==> src/rtl/router_out_arb_pkg.sv <==
// Shared router constants and types.
// Default fifo word width / input count used by both the fifo instances and
// the output arbiter, plus the source-index width helper.
package router_out_arb_pkg;

  localparam int unsigned ROUTER_DATA_WIDTH = 8;
  localparam int unsigned ROUTER_NUM_IN     = 4;

  // Width of an index that addresses n inputs (n >= 2).
  function automatic int unsigned src_w(input int unsigned n);
    return (n <= 2) ? 1 : $clog2(n);
  endfunction

  localparam int unsigned ROUTER_SRC_W = src_w(ROUTER_NUM_IN);

  typedef logic [ROUTER_SRC_W-1:0] src_idx_t;

endpackage

==> src/rtl/router_out_arb_if.sv <==
// Output-stage bus between the per-input fifos, the arbiter and the link.
//   in_empty  : fifo empty flags            (fifo    -> arbiter)
//   in_data   : fifo head words             (fifo    -> arbiter)
//   in_pop    : one-hot pop strobe          (arbiter -> fifo)
//   out_valid : output slot holds a word    (arbiter -> link)
//   out_data  : registered word             (arbiter -> link)
//   out_src   : fifo index of that word     (arbiter -> link)
//   out_ready : link accepts this cycle     (link    -> arbiter)
// master = arbiter side, slave = fifo/link environment.
interface router_out_arb_if
  import router_out_arb_pkg::*;
#(
  parameter int unsigned DATA_WIDTH = ROUTER_DATA_WIDTH,
  parameter int unsigned NUM_IN     = ROUTER_NUM_IN
);
  localparam int unsigned SRC_W = src_w(NUM_IN);

  logic [NUM_IN-1:0]                 in_empty;
  logic [NUM_IN-1:0][DATA_WIDTH-1:0] in_data;
  logic [NUM_IN-1:0]                 in_pop;
  logic                              out_valid;
  logic [DATA_WIDTH-1:0]             out_data;
  logic [SRC_W-1:0]                  out_src;
  logic                              out_ready;

  modport master (
    input  in_empty, in_data, out_ready,
    output in_pop, out_valid, out_data, out_src
  );

  modport slave (
    output in_empty, in_data, out_ready,
    input  in_pop, out_valid, out_data, out_src
  );

endinterface

==> src/rtl/router_out_arb_rr_arb.sv <==
// Round-robin arbiter with a registered last-grant pointer.
//   clk, rst_n  : clock, async active-low reset
//   req         : request vector
//   en          : grant may be consumed this cycle (pointer advances only then)
//   gnt_onehot  : one-hot grant, zero when !en or no request
//   gnt_idx     : index of the winning request (valid when any)
//   any         : at least one request present
// The search starts one past the last grant and wraps mod NUM_IN, so the
// input after the previous winner has highest priority.
module router_out_arb_rr_arb
  import router_out_arb_pkg::*;
#(
  parameter int unsigned NUM_IN = ROUTER_NUM_IN,
  localparam int unsigned IDX_W = src_w(NUM_IN)
) (
  input  logic              clk,
  input  logic              rst_n,
  input  logic [NUM_IN-1:0] req,
  input  logic              en,
  output logic [NUM_IN-1:0] gnt_onehot,
  output logic [IDX_W-1:0]  gnt_idx,
  output logic              any
);

  logic [IDX_W-1:0] ptr_q, ptr_d;

  // (p + k) mod NUM_IN for p < NUM_IN, k <= NUM_IN: one conditional subtract.
  function automatic logic [IDX_W-1:0] wrap_add(input logic [IDX_W-1:0] p,
                                                input int unsigned k);
    int unsigned s;
    s = 32'(p) + k;
    if (s >= NUM_IN) s = s - NUM_IN;
    return IDX_W'(s);
  endfunction

  // Walk from farthest to nearest candidate so the nearest requester wins.
  always_comb begin
    gnt_idx    = '0;
    any        = 1'b0;
    gnt_onehot = '0;
    ptr_d      = ptr_q;
    for (int unsigned k = NUM_IN; k >= 1; k--) begin
      if (req[wrap_add(ptr_q, k)]) begin
        gnt_idx = wrap_add(ptr_q, k);
        any     = 1'b1;
      end
    end
    if (en && any) begin
      gnt_onehot[gnt_idx] = 1'b1;
      ptr_d               = gnt_idx;
    end
  end

  // Reset pointer to the last input so input 0 is first in line.
  always_ff @(posedge clk or negedge rst_n) begin
    if (!rst_n) ptr_q <= IDX_W'(NUM_IN - 1);
    else        ptr_q <= ptr_d;
  end

endmodule

==> src/rtl/router_out_arb.sv <==
// Router output stage: round-robin pop of the non-empty input fifos into a
// single-entry registered output slot with valid/ready toward the link.
//   clk   : clock, all state on posedge
//   rst_n : async active-low reset
//   bus   : fifo flags/data/pop and link valid/data/src/ready (master side)
// A new word is loaded whenever the slot is empty or being drained in the same
// cycle, giving one word per cycle and one cycle fifo-head-to-out latency.
module router_out_arb
  import router_out_arb_pkg::*;
#(
  parameter int unsigned DATA_WIDTH = ROUTER_DATA_WIDTH,
  parameter int unsigned NUM_IN     = ROUTER_NUM_IN,
  localparam int unsigned SRC_W     = src_w(NUM_IN)
) (
  input  logic              clk,
  input  logic              rst_n,
  router_out_arb_if.master  bus
);

  logic                  out_valid_q, out_valid_d;
  logic [DATA_WIDTH-1:0] out_data_q,  out_data_d;
  logic [SRC_W-1:0]      out_src_q,   out_src_d;

  logic                  can_load_c;
  logic                  arb_en_c;
  logic                  pop_c;
  logic [NUM_IN-1:0]     req_c;
  logic [NUM_IN-1:0]     gnt_onehot_c;
  logic [SRC_W-1:0]      gnt_idx_c;
  logic                  any_c;

  // Gating with rst_n keeps every pop strobe low while reset is held.
  assign can_load_c = !out_valid_q || bus.out_ready;
  assign arb_en_c   = can_load_c && rst_n;
  assign req_c      = ~bus.in_empty;
  assign pop_c      = arb_en_c && any_c;

  router_out_arb_rr_arb #(
    .NUM_IN (NUM_IN)
  ) u_rr_arb (
    .clk        (clk),
    .rst_n      (rst_n),
    .req        (req_c),
    .en         (arb_en_c),
    .gnt_onehot (gnt_onehot_c),
    .gnt_idx    (gnt_idx_c),
    .any        (any_c)
  );

  // Output slot next state: load wins over drain, otherwise hold.
  always_comb begin
    out_valid_d = out_valid_q;
    out_data_d  = out_data_q;
    out_src_d   = out_src_q;
    if (pop_c) begin
      out_valid_d = 1'b1;
      out_data_d  = bus.in_data[gnt_idx_c];
      out_src_d   = gnt_idx_c;
    end else if (out_valid_q && bus.out_ready) begin
      out_valid_d = 1'b0;
    end
  end

  always_ff @(posedge clk or negedge rst_n) begin
    if (!rst_n) begin
      out_valid_q <= 1'b0;
      out_data_q  <= '0;
      out_src_q   <= '0;
    end else begin
      out_valid_q <= out_valid_d;
      out_data_q  <= out_data_d;
      out_src_q   <= out_src_d;
    end
  end

  assign bus.in_pop    = gnt_onehot_c;
  assign bus.out_valid = out_valid_q;
  assign bus.out_data  = out_data_q;
  assign bus.out_src   = out_src_q;

endmodule

==> src/flat_wrapper.sv <==
// flat-port wrapper written by rule: the top's interface ports become plain ports
module router_out_arb_flat import router_out_arb_pkg::*;
#(
  parameter int unsigned DATA_WIDTH = ROUTER_DATA_WIDTH,
  parameter int unsigned NUM_IN     = ROUTER_NUM_IN,
  localparam int unsigned SRC_W     = src_w(NUM_IN)
)
  (clk, rst_n, bus_in_empty, bus_in_data, bus_out_ready, bus_in_pop, bus_out_valid, bus_out_data, bus_out_src);
  router_out_arb_if #(.DATA_WIDTH(DATA_WIDTH), .NUM_IN(NUM_IN)) bus_i ();
  input  logic clk;
  input  logic rst_n;
  input wire logic [$bits(bus_i.in_empty)-1:0] bus_in_empty;
  input wire logic [$bits(bus_i.in_data)-1:0] bus_in_data;
  input wire logic [$bits(bus_i.out_ready)-1:0] bus_out_ready;
  output wire logic [$bits(bus_i.in_pop)-1:0] bus_in_pop;
  output wire logic [$bits(bus_i.out_valid)-1:0] bus_out_valid;
  output wire logic [$bits(bus_i.out_data)-1:0] bus_out_data;
  output wire logic [$bits(bus_i.out_src)-1:0] bus_out_src;
  assign bus_i.in_empty = bus_in_empty;
  assign bus_i.in_data = bus_in_data;
  assign bus_i.out_ready = bus_out_ready;
  assign bus_in_pop = bus_i.in_pop;
  assign bus_out_valid = bus_i.out_valid;
  assign bus_out_data = bus_i.out_data;
  assign bus_out_src = bus_i.out_src;
  router_out_arb #(.DATA_WIDTH(DATA_WIDTH), .NUM_IN(NUM_IN)) u_core (.clk(clk), .rst_n(rst_n), .bus(bus_i));
endmodule
==> config.mk <==
export PLATFORM = sky130hd
export DESIGN_NAME = router_out_arb_flat
export DESIGN_NICKNAME = d
export VERILOG_FILES = /design/src/rtl/router_out_arb_pkg.sv /design/src/rtl/router_out_arb_if.sv /design/src/rtl/router_out_arb_rr_arb.sv /design/src/rtl/router_out_arb.sv /design/src/flat_wrapper.sv
export SDC_FILE = /design/constraint.sdc
export NUM_CORES = 1
export LEC_CHECK = 0
export CAP_MARGIN = 40
export CORE_AREA = 3 3 51 53
export DETAILED_ROUTE_END_ITERATION = 12
export DIE_AREA = 0 0 54 56
export PLACE_DENSITY = 0.9
export SYNTH_ARGS = -nofsm -noshare
export SYNTH_HDL_FRONTEND = slang
export SYNTH_SLANG_ARGS = --single-unit
==> constraint.sdc <==
create_clock -name clk -period 3.04 [get_ports clk]
set_clock_uncertainty 0.05 [all_clocks]
set_input_delay 0.304 -clock clk [delete_from_list [all_inputs] [get_ports clk]]
set_output_delay 0.304 -clock clk [all_outputs]
set_load 0.05 [all_outputs]
==> impl_metrics.yaml, run 1 <==
finish:
  nNetsFinal: 178
  multiInputGateArea_sq_um: 433
  regArea_sq_um: 328
  area.growth.synth_to_final_pct: 78.5
  drive_gt1_share_pct: 13.8
  antenna_cells: 0
  n_fill_cell: 174
  fin_cells: 166
floorplanning:
  die_area_sq_um: 3020
  die_w_um: 54
  io_pins: 54
  die_h_um: 56
  initial_core_util_pct: 37.0
  rows: 17
  coreArea_sq_um: 2190
sta:
  hold_violations: 0
  slew_viol_final: 0
  setup_viol: 0
  slew_headroom_pct: 65.5
  fin_ws_ps: 366
  whs_ps: 340
  min_period_over_period_pct: 88.0
  rsz0062_at_grt: "no"
  period_minus_slack_ps: 2670
  fmax_mhz: 374
  tightest_slew_ps: 516
  fin_tns_setup_ps: 0
detailed_routing:
  vias: 866
  routed_wl_um: 2490
  ant_nets: 0
  drc: 0
  wl_per_cell_um: 15.0
  avgViaCountPerCell: 5.22
  drt_first_pass_iters: 4
  drt_iter0_drc: 13
clocking:
  ctsResizeCount: 0
  clock-root-buffer: "clkbuf_4"
  clock_sinks: 13
  postCtsHoldBufs: 0
  insertion_delay_ps: 270
  ctsHtreeMaxLevel: 1
  clk_pin_slew_ps: 80
  cts_tree: "built"
  clk_path_buf_depth: 2
  cts_buffers: 3
  postCtsSetupBuffers: 0
global_routing:
  grt_max_degree: 15
  grt_first_pass_wirelength_um: 3900
  grt_usage_pct: 17.2
  grt_pass1_vias: 916
  grt_antenna_before_repair: 0
  overflow: 0
yosys:
  synth-compound-area-share_pct: 14.5
  syn_area_per_cell_sq_um: 9.99
  synthesis.area_sq_um: 810
  synth_top_area_share_pct: 34.0
  ys_top_cells_by_area: "dfrtp_1 (34%), mux2i_1 (20%), dfstp_2 (6.5%)"
  ys_ff_latch: 13
  syn-num-nets: 120
  yosysWarnings: 0
  synth_adder_area_share_pct: 0
  synth_cell_types: 27
  synth_xor_area_share_pct: 0
  yosysSeqAreaShare_pct: 40.5
  synth-simple-area-share_pct: 14.5
  synth_mux_area_share_pct: 24.0
  synth.largest_area_cell: "dfrtp_1"
  synth_top_family_by_area: "multiplexers"
  syn_inst: 81
place:
  place_inst: 162
  hpwl_um: 2050
  dp_slack_ps: 371
  gp_congestion: 0.714
  port_buffers: 53
worst_setup_path:
  path_max_fanout: 8
  critPathArrivalTime_ps: 2320
  crit_type: "input port to primary output"
  crit_path_end_kind: "primary output"
  cp_data_required_time_ps: 2690
  startpoint_type: "input port"
power_and_ir_drop:
  ir_worst_vdd_v: 0.000518
  power_mw: 1.05
  power_density_nw_per_um2: 725
  p_leak_nw: 0.643
hold_path:
  holdCritPathClass: "input port to async pin"
run:
  cap_violations: 0
run_status:
  status: "finished clean"
layout by cell type (no fill, tap or decap):
master	n
nand2_1	11
clkbuf_1	1
dfrtp_1	11
nand2b_1	2
mux2i_1	16
nand3_1	1
mux2_2	3
dfstp_2	2
a222oi_1	4
and2b_2	1
nor2b_1	1
o21bai_1	1
o21ai_1	1
inv_1	5
nand4_1	1
clkbuf_4	3
clkdlybuf4s50_1	49
a221o_1	1
a21oi_2	1
nand3b_1	1
nor2_1	5
buf_4	4
nor3_1	1
buf_12	4
inv_2	1
a22o_1	1
or2_1	1
o221ai_1	4
o22ai_1	1
critical path: stages:
cell             delay [ps]
clkdlybuf4s50_1         550
inv_1                    90
a22o_1                  230
a221o_1                 390
or2_1                   340
nor2_1                  230
buf_12                  170
state kept, by name, indices dropped and copies added, names as in the netlist:
name	cells
u_core.bus.out_data	8
u_core.u_rr_arb.ptr_q	2
u_core.bus.out_valid	1
u_core.bus.out_src	2
layer usage:
metal | vias up | GRT usage (%) | wire length (um)
li1 | 413 | - | -
met1 | 408 | 18.0 | 926
met2 | 41 | 31.0 | 1280
met3 | 4 | 3.75 | 256
met4 | 0 | 7.83 | 20
met5 | - | 0 | 0
report_power, final:
group | total [mW] | switching [mW] | internal, mW
sequential | 0.289 | 0.0445 | 0.244
clock | 0.105 | 0.0540 | 0.0508
combinational | 0.654 | 0.379 | 0.274
total | 1.05 | 0.478 | 0.569
path summary, 6_finish.rpt:
| path | from | to | slack [ps] | cells past startpoint |
|---|---|---|---|---|
| min reg2reg | u_core.bus.out_data[6] | u_core.bus.out_data[6] | 450 | 2 |
| min in group clk | u_core.bus.out_data[6] | u_core.bus.out_data[6] | 450 | 2 |
| max reg2reg | u_core.u_rr_arb.ptr_q[1] | u_core.bus.out_data[7] | 1020 | 6 |
| min | rst_n | u_core.bus.out_data[6] | 340 | 2 |
| max in group asynchronous | rst_n | u_core.u_rr_arb.ptr_q[1] | 2360 | 2 |
| max | bus_in_empty[0] | bus_in_pop[2] | 370 | 7 |
per-stage QoR:
step | area [sq um] | utilization (%)
2_1_floorplan | 810 | -
3_3_place_gp | 1420 | 64.8
3_5_place_dp | 1420 | 64.8
4_1_cts | 1450 | 66.0
5_1_grt | 1450 | 66.0
6_report | 1450 | 66.0
synth_stat cells, drive strengths merged:
| cell | n |
|---|---|
| dfrtp | 11 |
| o221ai | 4 |
| nor3 | 1 |
| nand3b | 1 |
| a22o | 1 |
| a222oi | 4 |
| nor2b | 1 |
| a21oi | 1 |
| or2 | 1 |
| nand2b | 2 |
| buf | 3 |
| mux2i | 16 |
| o21bai | 1 |
| inv | 6 |
| a221o | 1 |
| nand4 | 1 |
| nor2 | 5 |
| clkbuf | 1 |
| nand2 | 11 |
| o21ai | 1 |
| nand3 | 1 |
| dfstp | 2 |
| o22ai | 1 |
| and2b | 1 |
| mux2 | 3 |
cell type report:
type | instances | share of cell area (%)
Clock buffer | 4 | 1.82
Inverter | 6 | 1.56
Multi-Input combinational cell | 58 | 30.0
Sequential cell | 13 | 22.7
Tap cell | 28 | 2.42
Timing Repair Buffer | 57 | 41.6
cells by family after synthesis:
logic type / Yosys count
mux: 19
buf+inv: 10
flops: 13
compound gates: 14
simple gates: 25
Power figures use the tool's default switching activity.
==> inputs of run 2 (changes only) <==
Settings changed: CAP_MARGIN 40 to 30, CORE_AREA 3 3 51 53 to 2 2 50 52, DIE_AREA 0 0 54 56 to 0 0 52 54.
==> run 2 against run 1 <==
Register-to-register slack worse by 30 ps. Critical path depth stayed put. Core utilization is 3.6 points lower. Routed wire length is 8.3% lower. Count of clock-buffer cells in the layout stayed put. Flip-flop and latch count stayed put. Combinational power hardly changed. Hold slack worse by 9.5 ps. Global-route usage is 0.43 points lower. Via count is 2.3% lower. Critical path type unchanged. Largest cell class unchanged. Largest power group unchanged. Highest routed layer unchanged.
==> impl_metrics.yaml, run 2 (synthesis gave the netlist of run 1 again) <==
finish:
  n_fill_cell: 192
  multiInputGateArea_sq_um: 433
  largest_reg_flops: 8
  nNetsFinal: 178
  layout_common_cells: "clkdlybuf4s50_1 (49), mux2i_1 (16), nand2_1 (11), dfrtp_1 (11)"
  antenna_cells: 0
  drive_gt1_share_pct: 13.8
  regArea_sq_um: 328
  area.growth.synth_to_final_pct: 78.8
  fin_cells: 168
  mostFrequentLayoutCell: "clkdlybuf4s50_1"
sta:
  hold_violations: 0
  min_period_over_period_pct: 88.1
  tightest_slew_ps: 508
  slew_viol_final: 0
  fmax_mhz: 373
  setup_viol: 0
  fin_tns_setup_ps: 0
  period_minus_slack_ps: 2680
  slew_headroom_pct: 66.0
  rsz0062_at_grt: "no"
clocking:
  postCtsHoldBufs: 0
  clk_path_buf_depth: 2
  clock_sinks: 13
  insertion_delay_ps: 270
  cts_tree: "built"
  cts_buffers: 3
  postCtsSetupBuffers: 0
  clock-root-buffer: "clkbuf_4"
  ctsHtreeMaxLevel: 1
  clk_pin_slew_ps: 80
  ctsResizeCount: 0
worst_setup_path:
  critPathArrivalTime_ps: 2320
  crit_path_end_kind: "primary output"
  startpoint_type: "input port"
  slowest_stage: "clkdlybuf4s50_1"
  crit_type: "input port to primary output"
  cp_data_required_time_ps: 2690
  path_max_fanout: 8
  slowest_delay_ps: 550
  rrSetupSlack_ps: 990
  cp_cell_sequence: "clkdlybuf4s50_1, inv_1, a22o_1, a221o_1, or2_1, nor2_1, buf_12"
place:
  hpwl_um: 1850
  port_buffers: 53
  place_inst: 164
  gp_congestion: 0.738
power_and_ir_drop:
  pwr-share-seq_pct: 27.7
  power.switching_uw: 474
  clock_power_share_pct: 10.0
  switching_share_pct: 45.4
  p_comb_share_pct: 62.4
  intPower_uw: 569
  power_density_nw_per_um2: 721
  p_leak_nw: 0.643
  ir_worst_vdd_v: 0.000524
global_routing:
  overflow: 0
  grt_pass1_vias: 840
  grt_first_pass_wirelength_um: 3540
  grt_max_degree: 15
  grt_antenna_before_repair: 0
  grt_usage_pct: 16.7
floorplanning:
  die_h_um: 54
  initial_core_util_pct: 34.9
  die_w_um: 52
  die_area_sq_um: 2810
  rows: 18
  io_pins: 54
  coreArea_sq_um: 2320
detailed_routing:
  avgViaCountPerCell: 5.04
  drt_first_pass_iters: 4
  wl_per_cell_um: 13.6
  drt_iter0_drc: 36
  drc: 0
  routed_wl_um: 2280
  vias: 846
  ant_nets: 0
run_status:
  status: "finished clean"
hold_path:
  holdCritPathClass: "input port to async pin"
run:
  cap_violations: 0
==> run 2: cell counts in the layout (fill, tap and decap cells not counted) <==
Identical to the previous run, type by type.
==> run 2: path summary, 6_finish.rpt <==
path	startpoint	to	cells past startpoint
setup / recovery	bus_in_empty[0]	bus_in_pop[2]	7
hold / removal	rst_n	u_core.bus.out_data[0]	2
setup reg to reg	u_core.u_rr_arb.ptr_q[1]	u_core.bus.out_data[3]	6
hold reg to reg	u_core.bus.out_data[3]	u_core.bus.out_data[3]	2
max in group asynchronous	rst_n	u_core.u_rr_arb.ptr_q[1]	2
min in group clk	u_core.bus.out_data[3]	u_core.bus.out_data[3]	2
==> run 2: layout make-up <==
type / instances / area share [%]
timing repair buffer: 57 / 41.5
inverter: 6 / 1.56
multi-input combinational: 58 / 29.9
sequential: 13 / 22.6
clock buffer: 4 / 1.82
tap: 30 / 2.59
==> run 2: critical path: cells and delay by family <==
kind / cells / cell delay [ps]
buffers and inverters: 3 / 800
AO/OA/AOI/OAI: 2 / 640
AND/OR/NAND/NOR: 2 / 570
==> run 2: through the flow <==
stage	hold slack, ps	power (mW)	util, %	setup WS (ps)	cell area [sq um]
after global placement	423	0.930	61.3	475	1420
after global routing	340	1.10	62.4	228	1450
after floorplan	-41.6	0.704	-	627	810
after detailed placement	429	0.943	61.3	375	1420
final	331	1.04	62.4	363	1450
after CTS	336	1.05	62.4	374	1450
==> run 2: per-layer routing <==
layer	wire [um]	global-route usage [%]	part of all wire, %	vias to the layer above
met5	0	0	0	-
met4	41	6.58	1.8	0
met3	94	1.67	4.1	4
met2	1190	30.6	52	30
met1	959	20.1	42	400
li1	-	-	-	412
==> run 2: power by group through the flow <==
stage / logic [mW] / registers, mW / clock network (mW)
floorplan: 0.229 / 0.475 / 0
global placement: 0.643 / 0.287 / 0
detailed placement: 0.653 / 0.290 / 0
CTS: 0.654 / 0.288 / 0.107
global route: 0.687 / 0.299 / 0.114
finish: 0.651 / 0.289 / 0.104
==> inputs of run 3 (changes only) <==
Settings changed: GPL_TIMING_DRIVEN from default to 0.
==> run 3 against run 2 <==
Clock power grew 8%. Fmax shrank 8.8%. Non-clock buffer count is the same. Count of clock-buffer cells in the layout shrank 1. Via count grew 0.35%. Sequential power is essentially flat. Setup slack lost 260 ps. Sequential share of layout area grew 0.77 points. Cell count is the same. Hold slack lost 240 ps. Total power shrank 1.5%. Highest routed layer unchanged.
==> impl_metrics.yaml, run 3 (synthesis gave the netlist of run 1 again) <==
run_status:
  status: "finished clean"
floorplanning:
  initial_core_util_pct: 34.9
  die_w_um: 52
  io_pins: 54
  coreArea_sq_um: 2320
  rows: 18
  die_area_sq_um: 2810
  die_h_um: 54
detailed_routing:
  wl_per_cell_um: 13.8
  routed_wl_um: 2320
  drc: 0
  ant_nets: 0
  drt_iter0_drc: 16
  vias: 849
  drt_first_pass_iters: 5
  avgViaCountPerCell: 5.05
sta:
  period_minus_slack_ps: 2940
  fin_ws_ps: 104
  hold_violations: 0
  slew_viol_final: 0
  slew_headroom_pct: 57.6
  fmax_mhz: 341
  setup_viol: 0
  tightest_slew_ps: 636
  min_period_over_period_pct: 96.6
  rsz0062_at_grt: "no"
worst_setup_path:
  startpoint_type: "input port"
  crit_type: "input port to primary output"
  path_max_fanout: 8
  rrSetupSlack_ps: 1070
  worstReg2RegStart: "u_core.u_rr_arb.ptr_q[1]"
  crit_path_end_kind: "primary output"
  timing.rr.end: "u_core.bus.out_data[3]"
  r2r_cells: 7
  cp_data_required_time_ps: 2690
  critPathArrivalTime_ps: 2580
place:
  gp_congestion: 0.679
  port_buffers: 53
  hpwl_um: 1820
  place_inst: 164
  dp_slack_ps: -306
clocking:
  postCtsHoldBufs: 0
  clock_sinks: 13
  insertion_delay_ps: 280
  ctsHtreeMaxLevel: 1
  clock-root-buffer: "clkbuf_4"
  clk_path_buf_depth: 2
  cts_tree: "built"
  postCtsSetupBuffers: 0
  cts_buffers: 3
  clk_pin_slew_ps: 90
power_and_ir_drop:
  intPower_uw: 549
  power.switching_uw: 478
  pwr-share-seq_pct: 28.0
  ir_worst_vdd_v: 0.000459
  p_leak_nw: 0.639
  clock_power_share_pct: 10.9
  switching_share_pct: 46.5
  power_density_nw_per_um2: 734
  p_comb_share_pct: 61.1
finish:
  nNetsFinal: 178
  antenna_cells: 0
  fin_cells: 168
  layout_common_cells: "clkdlybuf4s50_1 (48), mux2i_1 (16), nand2_1 (11), dfrtp_1 (11)"
  area.growth.synth_to_final_pct: 73.0
  largest_reg_flops: 8
  drive_gt1_share_pct: 10.1
  mostFrequentLayoutCell: "clkdlybuf4s50_1"
global_routing:
  grt_max_degree: 16
  grt_first_pass_wirelength_um: 3430
  grt_usage_pct: 16.9
  overflow: 0
  grt_pass1_vias: 804
  grt_antenna_before_repair: 0
hold_path:
  holdCritPathClass: "input port to async pin"
run:
  cap_violations: 0
## run 3: worst max-delay path by stage
stage / from / end / slack [ps] / cells after the start
6_report: bus_in_empty[0] / bus_in_pop[2] / 100 / 8
5_1_grt: bus_in_empty[1] / bus_in_pop[2] / 2 / 8
4_1_cts: bus_in_empty[0] / bus_in_pop[3] / 90 / 8
3_5_place_dp: rst_n / bus_in_pop[2] / -310 / 6
3_3_place_gp: rst_n / bus_in_pop[2] / -230 / 6
2_1_floorplan: u_core.u_rr_arb.ptr_q[1] / bus_in_pop[1] / 630 / 6
## run 3: metal layers
metal,wire (um),global-route usage (%),up-vias
li1,-,-,413
met1,880,19.0,401
met2,1260,31.4,31
met3,133,1.39,4
met4,42,9.21,0
met5,0,0,-
## run 3: layout make-up
| class | count | area [sq um] |
|---|---|---|
| Buffer | 4 | 30.0 |
| Clock buffer | 3 | 22.5 |
| Clock inverter | 1 | 5.00 |
| Multi-Input combinational cell | 58 | 429 |
| Tap cell | 30 | 37.5 |
| Fill cell | 202 | 920 |
| Sequential cell | 13 | 328 |
| Timing Repair Buffer | 53 | 526 |
| Inverter | 6 | 22.5 |
## run 3: power groups by stage
stage               Combinational, mW  Sequential, mW  Clock [mW]
finish                          0.628           0.287       0.112
global route                    0.665           0.295       0.119
global placement                0.623           0.286           0
floorplan                       0.229           0.475           0
CTS                             0.633           0.286       0.114
detailed placement              0.637           0.289           0
## run 3: worst max-delay path, stage by stage
cell and delay [ps]:
clkdlybuf4s50_1 540, inv_1 80, a22o_1 230, a221o_1 410, or2_1 260, buf_6 140
nor2_1 80, dlygate4sd2_1 540
## run 3: per-stage QoR
stage / setup TNS, ps / util [%] / instance area (sq um) / hold WS, ps / total power, mW
after detailed placement: -1120 / 59.4 / 1380 / 423 / 0.926
after floorplan: 0 / - / 810 / -41.6 / 0.704
after CTS: 0 / 60.3 / 1400 / 119 / 1.03
after global routing: 0 / 60.4 / 1400 / 147 / 1.08
final: 0 / 60.4 / 1400 / 90.1 / 1.03
after global placement: -806 / 59.4 / 1380 / 421 / 0.909
## run 3: what timing repair did
| action | in CTS | in global routing |
|---|---|---|
| gates resized for setup | 5 | 1 |
| cloned | 0 | 0 |
| setup endpoints to repair | 4 | 1 |
